## src/rtl/dbus_demux_if.sv

```systemverilog
// Core-side and target-side data-bus signals of the data-memory demux.
// slave is the demux view; master is the view of the core and targets around it.
interface dbus_demux_if #(
    parameter int unsigned DATA_W = 32,
    parameter int unsigned ADDR_W = 32
);
    logic              m_req_valid;
    logic              m_req_ready;
    logic [ADDR_W-1:0] m_addr;
    logic [DATA_W-1:0] m_wdata;
    logic              m_we;
    logic [3:0]        m_be;
    logic              m_rsp_valid;
    logic [DATA_W-1:0] m_rdata;
    logic              m_err;

    logic              s0_req_valid;
    logic              s0_req_ready;
    logic [ADDR_W-1:0] s0_addr;
    logic [DATA_W-1:0] s0_wdata;
    logic              s0_we;
    logic [3:0]        s0_be;
    logic              s0_rsp_valid;
    logic [DATA_W-1:0] s0_rdata;

    logic              s1_req_valid;
    logic              s1_req_ready;
    logic [ADDR_W-1:0] s1_addr;
    logic [DATA_W-1:0] s1_wdata;
    logic              s1_we;
    logic [3:0]        s1_be;
    logic              s1_rsp_valid;
    logic [DATA_W-1:0] s1_rdata;

    modport slave (
        input  m_req_valid, m_addr, m_wdata, m_we, m_be,
        output m_req_ready, m_rsp_valid, m_rdata, m_err,
        output s0_req_valid, s0_addr, s0_wdata, s0_we, s0_be,
        input  s0_req_ready, s0_rsp_valid, s0_rdata,
        output s1_req_valid, s1_addr, s1_wdata, s1_we, s1_be,
        input  s1_req_ready, s1_rsp_valid, s1_rdata
    );

    modport master (
        output m_req_valid, m_addr, m_wdata, m_we, m_be,
        input  m_req_ready, m_rsp_valid, m_rdata, m_err,
        input  s0_req_valid, s0_addr, s0_wdata, s0_we, s0_be,
        output s0_req_ready, s0_rsp_valid, s0_rdata,
        input  s1_req_valid, s1_addr, s1_wdata, s1_we, s1_be,
        output s1_req_ready, s1_rsp_valid, s1_rdata
    );
endinterface

```

## src/rtl/dbus_demux.sv

```systemverilog
// Data-bus demux: steers one outstanding core request to data RAM (target 0)
// or the MMIO window (target 1), with misalignment and timeout error responses.
module dbus_demux #(
    parameter int unsigned       DATA_W    = 32,
    parameter int unsigned       ADDR_W    = 32,
    parameter logic [ADDR_W-1:0] MMIO_BASE = 32'hFFFF0000,
    parameter logic [ADDR_W-1:0] MMIO_MASK = 32'hFFFF0000,
    parameter int unsigned       TIMEOUT   = 255
) (
    input  logic            clk,
    input  logic            rst_n,
    dbus_demux_if.slave     bus
);
    localparam int unsigned       CNT_W    = $clog2(TIMEOUT + 1);
    localparam logic [CNT_W-1:0]  TMO_LAST = CNT_W'(TIMEOUT - 1);
    localparam logic [DATA_W-1:0] ERR_DATA = DATA_W'(32'hDEADBEEF);

    typedef enum logic [1:0] {IDLE, REQ, WAIT, RESP} state_t;

    state_t            state_q, state_d;
    logic [CNT_W-1:0]  cnt_q, cnt_d;
    logic [ADDR_W-1:0] addr_q;
    logic [DATA_W-1:0] wdata_q;
    logic              we_q;
    logic [3:0]        be_q;
    logic              sel_q;
    logic [DATA_W-1:0] rdata_q, rdata_d;
    logic              err_q, err_d;
    logic              accept;
    logic              misalign;
    logic              sel_ready, sel_rsp;
    logic [DATA_W-1:0] sel_rdata;

    assign misalign = ((bus.m_be == 4'b1111) && (bus.m_addr[1:0] != 2'b00)) ||
                      (((bus.m_be == 4'b0011) || (bus.m_be == 4'b1100)) && bus.m_addr[0]);

    assign sel_ready = sel_q ? bus.s1_req_ready : bus.s0_req_ready;
    assign sel_rsp   = sel_q ? bus.s1_rsp_valid : bus.s0_rsp_valid;
    assign sel_rdata = sel_q ? bus.s1_rdata     : bus.s0_rdata;

    // Handshake outputs decode straight from state so reset clears them asynchronously
    assign bus.m_req_ready  = (state_q == IDLE);
    assign bus.m_rsp_valid  = (state_q == RESP);
    assign bus.m_rdata      = rdata_q;
    assign bus.m_err        = err_q;
    assign bus.s0_req_valid = (state_q == REQ) && !sel_q;
    assign bus.s1_req_valid = (state_q == REQ) &&  sel_q;
    assign bus.s0_addr      = addr_q;
    assign bus.s0_wdata     = wdata_q;
    assign bus.s0_we        = we_q;
    assign bus.s0_be        = be_q;
    assign bus.s1_addr      = addr_q;
    assign bus.s1_wdata     = wdata_q;
    assign bus.s1_we        = we_q;
    assign bus.s1_be        = be_q;

    always_comb begin
        state_d = state_q;
        cnt_d   = cnt_q;
        rdata_d = rdata_q;
        err_d   = err_q;
        accept  = 1'b0;
        case (state_q)
            IDLE: begin
                if (bus.m_req_valid) begin
                    accept = 1'b1;
                    cnt_d  = '0;
                    if (misalign) begin
                        state_d = RESP;
                        err_d   = 1'b1;
                        rdata_d = ERR_DATA;
                    end else begin
                        state_d = REQ;
                    end
                end
            end
            REQ: begin
                cnt_d = cnt_q + 1'b1;
                if (cnt_q == TMO_LAST) begin
                    state_d = RESP;
                    err_d   = 1'b1;
                    rdata_d = ERR_DATA;
                end else if (sel_ready) begin
                    state_d = WAIT;
                end
            end
            WAIT: begin
                cnt_d = cnt_q + 1'b1;
                // A response in the final cycle beats the timeout
                if (sel_rsp) begin
                    state_d = RESP;
                    err_d   = 1'b0;
                    rdata_d = sel_rdata;
                end else if (cnt_q == TMO_LAST) begin
                    state_d = RESP;
                    err_d   = 1'b1;
                    rdata_d = ERR_DATA;
                end
            end
            RESP: state_d = IDLE;
            default: state_d = IDLE;
        endcase
    end

    always_ff @(posedge clk or negedge rst_n) begin
        if (!rst_n) begin
            state_q <= IDLE;
            cnt_q   <= '0;
            addr_q  <= '0;
            wdata_q <= '0;
            we_q    <= 1'b0;
            be_q    <= '0;
            sel_q   <= 1'b0;
            rdata_q <= '0;
            err_q   <= 1'b0;
        end else begin
            state_q <= state_d;
            cnt_q   <= cnt_d;
            rdata_q <= rdata_d;
            err_q   <= err_d;
            if (accept) begin
                addr_q  <= bus.m_addr;
                wdata_q <= bus.m_wdata;
                we_q    <= bus.m_we;
                be_q    <= bus.m_be;
                sel_q   <= ((bus.m_addr & MMIO_MASK) == MMIO_BASE);
            end
        end
    end
endmodule
```

## src/flat_wrapper.sv

```systemverilog
// flat-port wrapper written by rule: the top's interface ports become plain ports
module dbus_demux_flat 
#(
    parameter int unsigned       DATA_W    = 32,
    parameter int unsigned       ADDR_W    = 32,
    parameter logic [ADDR_W-1:0] MMIO_BASE = 32'hFFFF0000,
    parameter logic [ADDR_W-1:0] MMIO_MASK = 32'hFFFF0000,
    parameter int unsigned       TIMEOUT   = 255
)
  (clk, rst_n, bus_m_req_valid, bus_m_addr, bus_m_wdata, bus_m_we, bus_m_be, bus_m_req_ready, bus_m_rsp_valid, bus_m_rdata, bus_m_err, bus_s0_req_valid, bus_s0_addr, bus_s0_wdata, bus_s0_we, bus_s0_be, bus_s0_req_ready, bus_s0_rsp_valid, bus_s0_rdata, bus_s1_req_valid, bus_s1_addr, bus_s1_wdata, bus_s1_we, bus_s1_be, bus_s1_req_ready, bus_s1_rsp_valid, bus_s1_rdata);
  dbus_demux_if #(.DATA_W(DATA_W), .ADDR_W(ADDR_W)) bus_i ();
  input  logic clk;
  input  logic rst_n;
  input wire logic [$bits(bus_i.m_req_valid)-1:0] bus_m_req_valid;
  input wire logic [$bits(bus_i.m_addr)-1:0] bus_m_addr;
  input wire logic [$bits(bus_i.m_wdata)-1:0] bus_m_wdata;
  input wire logic [$bits(bus_i.m_we)-1:0] bus_m_we;
  input wire logic [$bits(bus_i.m_be)-1:0] bus_m_be;
  output wire logic [$bits(bus_i.m_req_ready)-1:0] bus_m_req_ready;
  output wire logic [$bits(bus_i.m_rsp_valid)-1:0] bus_m_rsp_valid;
  output wire logic [$bits(bus_i.m_rdata)-1:0] bus_m_rdata;
  output wire logic [$bits(bus_i.m_err)-1:0] bus_m_err;
  output wire logic [$bits(bus_i.s0_req_valid)-1:0] bus_s0_req_valid;
  output wire logic [$bits(bus_i.s0_addr)-1:0] bus_s0_addr;
  output wire logic [$bits(bus_i.s0_wdata)-1:0] bus_s0_wdata;
  output wire logic [$bits(bus_i.s0_we)-1:0] bus_s0_we;
  output wire logic [$bits(bus_i.s0_be)-1:0] bus_s0_be;
  input wire logic [$bits(bus_i.s0_req_ready)-1:0] bus_s0_req_ready;
  input wire logic [$bits(bus_i.s0_rsp_valid)-1:0] bus_s0_rsp_valid;
  input wire logic [$bits(bus_i.s0_rdata)-1:0] bus_s0_rdata;
  output wire logic [$bits(bus_i.s1_req_valid)-1:0] bus_s1_req_valid;
  output wire logic [$bits(bus_i.s1_addr)-1:0] bus_s1_addr;
  output wire logic [$bits(bus_i.s1_wdata)-1:0] bus_s1_wdata;
  output wire logic [$bits(bus_i.s1_we)-1:0] bus_s1_we;
  output wire logic [$bits(bus_i.s1_be)-1:0] bus_s1_be;
  input wire logic [$bits(bus_i.s1_req_ready)-1:0] bus_s1_req_ready;
  input wire logic [$bits(bus_i.s1_rsp_valid)-1:0] bus_s1_rsp_valid;
  input wire logic [$bits(bus_i.s1_rdata)-1:0] bus_s1_rdata;
  assign bus_i.m_req_valid = bus_m_req_valid;
  assign bus_i.m_addr = bus_m_addr;
  assign bus_i.m_wdata = bus_m_wdata;
  assign bus_i.m_we = bus_m_we;
  assign bus_i.m_be = bus_m_be;
  assign bus_m_req_ready = bus_i.m_req_ready;
  assign bus_m_rsp_valid = bus_i.m_rsp_valid;
  assign bus_m_rdata = bus_i.m_rdata;
  assign bus_m_err = bus_i.m_err;
  assign bus_s0_req_valid = bus_i.s0_req_valid;
  assign bus_s0_addr = bus_i.s0_addr;
  assign bus_s0_wdata = bus_i.s0_wdata;
  assign bus_s0_we = bus_i.s0_we;
  assign bus_s0_be = bus_i.s0_be;
  assign bus_i.s0_req_ready = bus_s0_req_ready;
  assign bus_i.s0_rsp_valid = bus_s0_rsp_valid;
  assign bus_i.s0_rdata = bus_s0_rdata;
  assign bus_s1_req_valid = bus_i.s1_req_valid;
  assign bus_s1_addr = bus_i.s1_addr;
  assign bus_s1_wdata = bus_i.s1_wdata;
  assign bus_s1_we = bus_i.s1_we;
  assign bus_s1_be = bus_i.s1_be;
  assign bus_i.s1_req_ready = bus_s1_req_ready;
  assign bus_i.s1_rsp_valid = bus_s1_rsp_valid;
  assign bus_i.s1_rdata = bus_s1_rdata;
  dbus_demux #(.DATA_W(DATA_W), .ADDR_W(ADDR_W), .MMIO_BASE(MMIO_BASE), .MMIO_MASK(MMIO_MASK), .TIMEOUT(TIMEOUT)) u_core (.clk(clk), .rst_n(rst_n), .bus(bus_i));
endmodule
```

## config.mk

```make
export PLATFORM = sky130hd
export DESIGN_NAME = dbus_demux_flat
export DESIGN_NICKNAME = d
export VERILOG_FILES = /design/src/rtl/dbus_demux_if.sv /design/src/rtl/dbus_demux.sv /design/src/flat_wrapper.sv
export SDC_FILE = /design/constraint.sdc
export NUM_CORES = 1
export LEC_CHECK = 0
export CORE_MARGIN = 10
export CORE_UTILIZATION = 31
export DETAILED_ROUTE_END_ITERATION = 10
export PLACE_DENSITY = 0.61
export SLEW_MARGIN = 15
export SYNTH_ARGS = -nofsm -noshare
export SYNTH_HDL_FRONTEND = slang
export SYNTH_SLANG_ARGS = --single-unit
```

## constraint.sdc

```tcl
create_clock -name clk -period 3.3 [get_ports clk]
set_input_delay 0.66 -clock clk [delete_from_list [all_inputs] [get_ports clk]]
set_output_delay 0.66 -clock clk [all_outputs]
set_load 0.02 [all_outputs]
```

[Word level (Yosys, flattened, before mapping)]
Cells that the tools add are included.
Operators by class
  add/sub/neg operators: 1
  eq/ne operators: 12
  mux-type cells: 24
  reductions and logical operators: 15
Operators by type and width (count)
  32-bit two-way mux: 5
  32-bit case mux with 3 select lines: 1
  16-bit == test (second input constant): 1
  8-bit case mux with 2 select lines: 1
  2-bit two-way mux: 6
  8-bit by 1-bit adder with 8-bit output (second input constant): 1
  4-bit == test (second input constant): 2
  8-bit == test (second input constant): 1
  1-bit two-way mux: 8
  8-bit two-way mux: 1
  2-bit case mux with 4 select lines: 1
  3-bit AND reduction: 2
  2-bit == test (second input constant): 2
  4-bit by 2-bit == test with 1-bit output (second input constant): 1
  1-bit logical AND: 4
  2-bit nonzero test: 2
  3-bit by 1-bit != test with 1-bit output (second input constant): 1
  3-bit by 2-bit != test with 1-bit output (second input constant): 1
  1-bit case mux with 3 select lines: 1
  3-bit nonzero test: 1
  2-bit by 1-bit == test with 1-bit output (second input constant): 1
  2-bit zero test: 1
  1-bit logical OR: 2
  2-bit by 1-bit != test with 1-bit output (second input constant): 1
  4 further kinds: 4
Word-level totals
  register bits after elaboration: 113
  output and inout port bits: 175
  word-level logic and storage cells: 61

[Longest topological paths before layout]
  depth after elaboration: 7
  gate-level depth with buffers: 9

[Worst setup path before layout]
OpenSTA, ideal clock, no wires.
  path type: register to register
  start: register u_core.state_q[0]
  end: register u_core.rdata_q[0] (netlist: u_core.bus.m_rdata[0])
  library setup time: 0.123 ns
  arrival: 1.977 ns
  required time: 3.177 ns
  path slack: 1.200 ns
  stages on the path, launching flop included: 9
  buffers on the path: 3
  period minus slack after synthesis: 2.100 ns
  path through: dfrtp_1 -> inv_1 -> ha_1 -> buf_2 -> nand2b_1 -> clkbuf_1 -> o21ai_2 -> buf_4 -> o221a_1
Between the ends
  longest elaborated chain between the ends: 3
  elaborated cells on any way between the ends: 8
  classes of those cells: 4 x eq/ne; 1 x mux; 3 x reduce/logical
RTL lines
  start: declaration: line dbus_demux.sv:20  | state_t state_q, state_d;
  start signal: assignment: line dbus_demux.sv:117  | state_q <= state_d;
  2-bit zero test (*)
  net bus_m_req_ready: line flat_wrapper.sv:19  | output wire logic [$bits(bus_i.m_req_ready)-1:0] bus_m_req_ready;
  2-bit by 1-bit != test with 1-bit output (no source line) (tied with other cells)
  3-bit AND reduction (no source line)
  end signal: assignment: line dbus_demux.sv:119  | rdata_q <= rdata_d;
  end: declaration: line dbus_demux.sv:27  | logic [DATA_W-1:0] rdata_q, rdata_d;
Mark *: on every way through the listed nets, which the timed path passes. The rest lies on a longest branch.
A chain may end at the register's enable or synchronous reset.

[Worst setup path after layout]
  start: register u_core.state_q[0]
  end: register u_core.rdata_q[5] (netlist: u_core.bus.m_rdata[5])
Between the ends
  longest elaborated chain between the ends: 3
  elaborated cells on any way between the ends: 8
  classes of those cells: 4 x eq/ne; 1 x mux; 3 x reduce/logical
RTL lines
  2-bit == test (tied with other cells): line dbus_demux.sv:63  | case (state_q)
  3-bit nonzero test (no source line) (tied with other cells)
  3-bit AND reduction (no source line)
Several ways; a longest one is shown, not always the timed one.

==> flow_summary.toml <==
[pwr]
power_frac_clock_pct = 18.9
swShare_pct = 40.02
power.internal_w = 0.006526
cellPowerDensity_nw_per_um2 = 1142
power_frac_comb_pct = 56.4
vdd_ir_drop_max_uv = 567.4
switchingPower_w = 0.004354
total_power_w = 0.01088
p_leak_nw = 3.710
p_seq_share_pct = 24.7

[setup_path]
worst_ep_arrival_time_ps = 3130
path_max_fanout = 25
crit_type = "flip-flop to flip-flop"
reg2reg_slack_ps = 500
end_kind = "flip-flop"
required_ps = 3630
worst_setup_path_start_kind = "flip-flop"

[timing]
rsz0062_at_grt = "no"
min_period_over_period_pct = 84.83
worst_pin_slew_ps = 1170
fmax_mhz = 357.2
finalHoldViolations = 0
hold_ws_ps = 267.9
finalSetupTns_ps = 0
slew_viol_final = 0
skew_ps = 7.503
period_minus_slack_ps = 2799
max_slew_margin_pct = 21.97
final-setup-viol-count = 0

[logic_synthesis]
synth_compound_area_share_pct = 12.10
yosysWarnings = 0
synth_top_area_cell = "dfrtp_1"
synth-simple-area-share_pct = 7.619
synthTopCellsByArea = "dfrtp_1 (47%), mux2_2 (13%), buf_4 (8.8%)"
muxShareOfSynthArea_pct = 19.27
synthAdderAreaFrac_pct = 1.246
ys_seq_area_share_pct = 46.92
synthCells = 501
syn_area_um2 = 6027
yosys_register_bits = 113
syn-num-nets = 647
postSynthAreaPerCell_um2 = 12.03
synthDistinctLibCells = 45
synth_top_family_by_area = "multiplexers"
synth.top_cell.area_share_pct = 46.92
synth_xor_area_share_pct = 0.8719

[cts]
htree_levels = 4
ctsLongestPathBuffers = 2
root_buffer = "clkbuf_16"
hold_buffers = 0
cts_setup_buffers = 0
clkSlewWorstSetupHoldPaths_ps = 60
cts_resized = 0
clock_sinks = 113
cts_buffers = 17
cts_tree = "yes"
clk_latency_ps = 400

[cells_and_area]
diodes = 0
finalNetCount = 884
final_cell_mix = "clkdlybuf4s50_1 (313), dfrtp_1 (112), mux2_2 (70)"
stdcell_count = 1011
final_common_cell = "clkdlybuf4s50_1"
fillers = 1697
area_delta_synth_final_pct = 58.04
drive_above_1_share_pct = 15.58

[grt]
track_usage_pct = 15.69
grt_pass1_wl_um = 31940
antenna_found_initial = 0
grt_max_degree = 73
grt_overflow = 0
grt_pass1_vias = 5286

[die]
start_util_pct = 31.90
die_w_um = 159.4
die_h_um = 159.4
io_pins = 315
coreArea_um2 = 18890
die_area_um2 = 25420
row_count = 50

[detailed_routing]
wl_per_cell_um = 20.41
routed_wirelength_um = 20630
vias = 4927
drc = 0
firstDrtPassIters = 4
drt.antenna.violating_nets = 0
drt_iter0_drc = 297
viasPerCell = 4.873

[run]
max-cap-violations = 0

[place]
hpwl_um = 16360
gp_congestion = 0.7913
dp_cells = 979
port_buffers = 314

[status]
status = "finished clean"

[min_path]
hold_path.class = "input port to async pin"
[cell type report]
cell class | count | area, um2 | share of cell area [%]
Clock buffer | 18 | 439.2 | 4.611
Tap cell | 260 | 325.3 | 3.415
Multi-Input combinational cell | 280 | 2485 | 26.09
Clock inverter | 14 | 226.5 | 2.378
Timing Repair Buffer | 320 | 3198 | 33.57
Sequential cell | 113 | 2829 | 29.70
Inverter | 6 | 22.52 | 0.2364
[kinds of logic after synthesis]
group | Yosys count
multiplexers | 106
flip-flops | 113
AND/OR/NAND/NOR | 78
buffers and inverters | 108
AO/OA/AOI/OAI | 84
XOR/XNOR | 6
adder cells (fa/ha/maj) | 6
[routing by layer]
layer	share of wire, %	wire (um)	GRT usage [%]	vias to the layer above
li1	-	-	-	2278
met1	42	8586	18.38	2447
met2	52	10640	27.04	189
met3	5.8	1195	4.777	13
met4	1.0	210	4.465	0
met5	0	0	0	-
[synthesized netlist by cell type, drive strengths merged]
cell type  count
dfrtp        113
xor2           3
nor2           8
ha             6
o21ai          6
or4            1
clkbuf        10
nor2b          1
o21a           2
nor4b          2
or3           24
or2            1
a32oi          1
o31ai         24
nand4bb        1
nand4b         1
o211ai        11
xnor2          3
nand2b         2
mux2i         36
a22oi          1
and2           1
inv            6
nand3          9
and4           2
a21o           1
a31oi          2
buf           92
o221a         25
nand3b         2
nand2         14
mux2          70
nor4bb         1
o221ai        10
a22o           1
nand4          8
[registers in the layout, indices dropped and copies added, names as in the netlist]
signal and count:
u_core.bus.s0_we 1, u_core.cnt_q 8, u_core.bus.m_rdata 32, u_core.bus.s0_wdata 32, u_core.bus.m_err 1, u_core.state_q 2
u_core.bus.s0_addr 32, u_core.bus.s0_be 4, u_core.sel_q 1
[path summary, 6_finish.rpt]
path,from,endpoint,cells after the start
max,u_core.state_q[0],u_core.bus.m_rdata[5],6
min,rst_n,u_core.bus.m_rdata[11],1
max reg2reg,u_core.state_q[0],u_core.bus.m_rdata[5],6
min reg2reg,u_core.bus.s0_wdata[21],u_core.bus.s0_wdata[21],1
max in group asynchronous,rst_n,u_core.bus.s0_addr[31],2
min in group clk,u_core.bus.s0_wdata[21],u_core.bus.s0_wdata[21],1
[stage by stage]
stage               util (%)  setup WS, ps  area [um2]
floorplan                  -          1200        6027
global placement       46.89         316.5        8860
detailed placement     46.89         211.7        8860
CTS                    50.42         489.0        9525
global route           50.42         290.1        9525
finish                 50.42         500.6        9525
[worst max-delay path, cell delays in order, from the launching register on]
cell and delay (ps):
dfrtp_1 400, inv_1 130, ha_1 480, nand2_4 80
or2_1 370, o21ai_2 930, o221a_1 330
[power by group through the flow]
| stage | sequential, W | combinational, W | clock [W] |
|---|---|---|---|
| floorplan | 0.00335 | 0.00316 | 0 |
| global placement | 0.00267 | 0.00611 | 0 |
| detailed placement | 0.00272 | 0.00620 | 0 |
| CTS | 0.00271 | 0.00623 | 0.00211 |
| global route | 0.00280 | 0.00652 | 0.00217 |
| finish | 0.00269 | 0.00613 | 0.00206 |
Note: power is estimated with default switching activity, not from simulation.
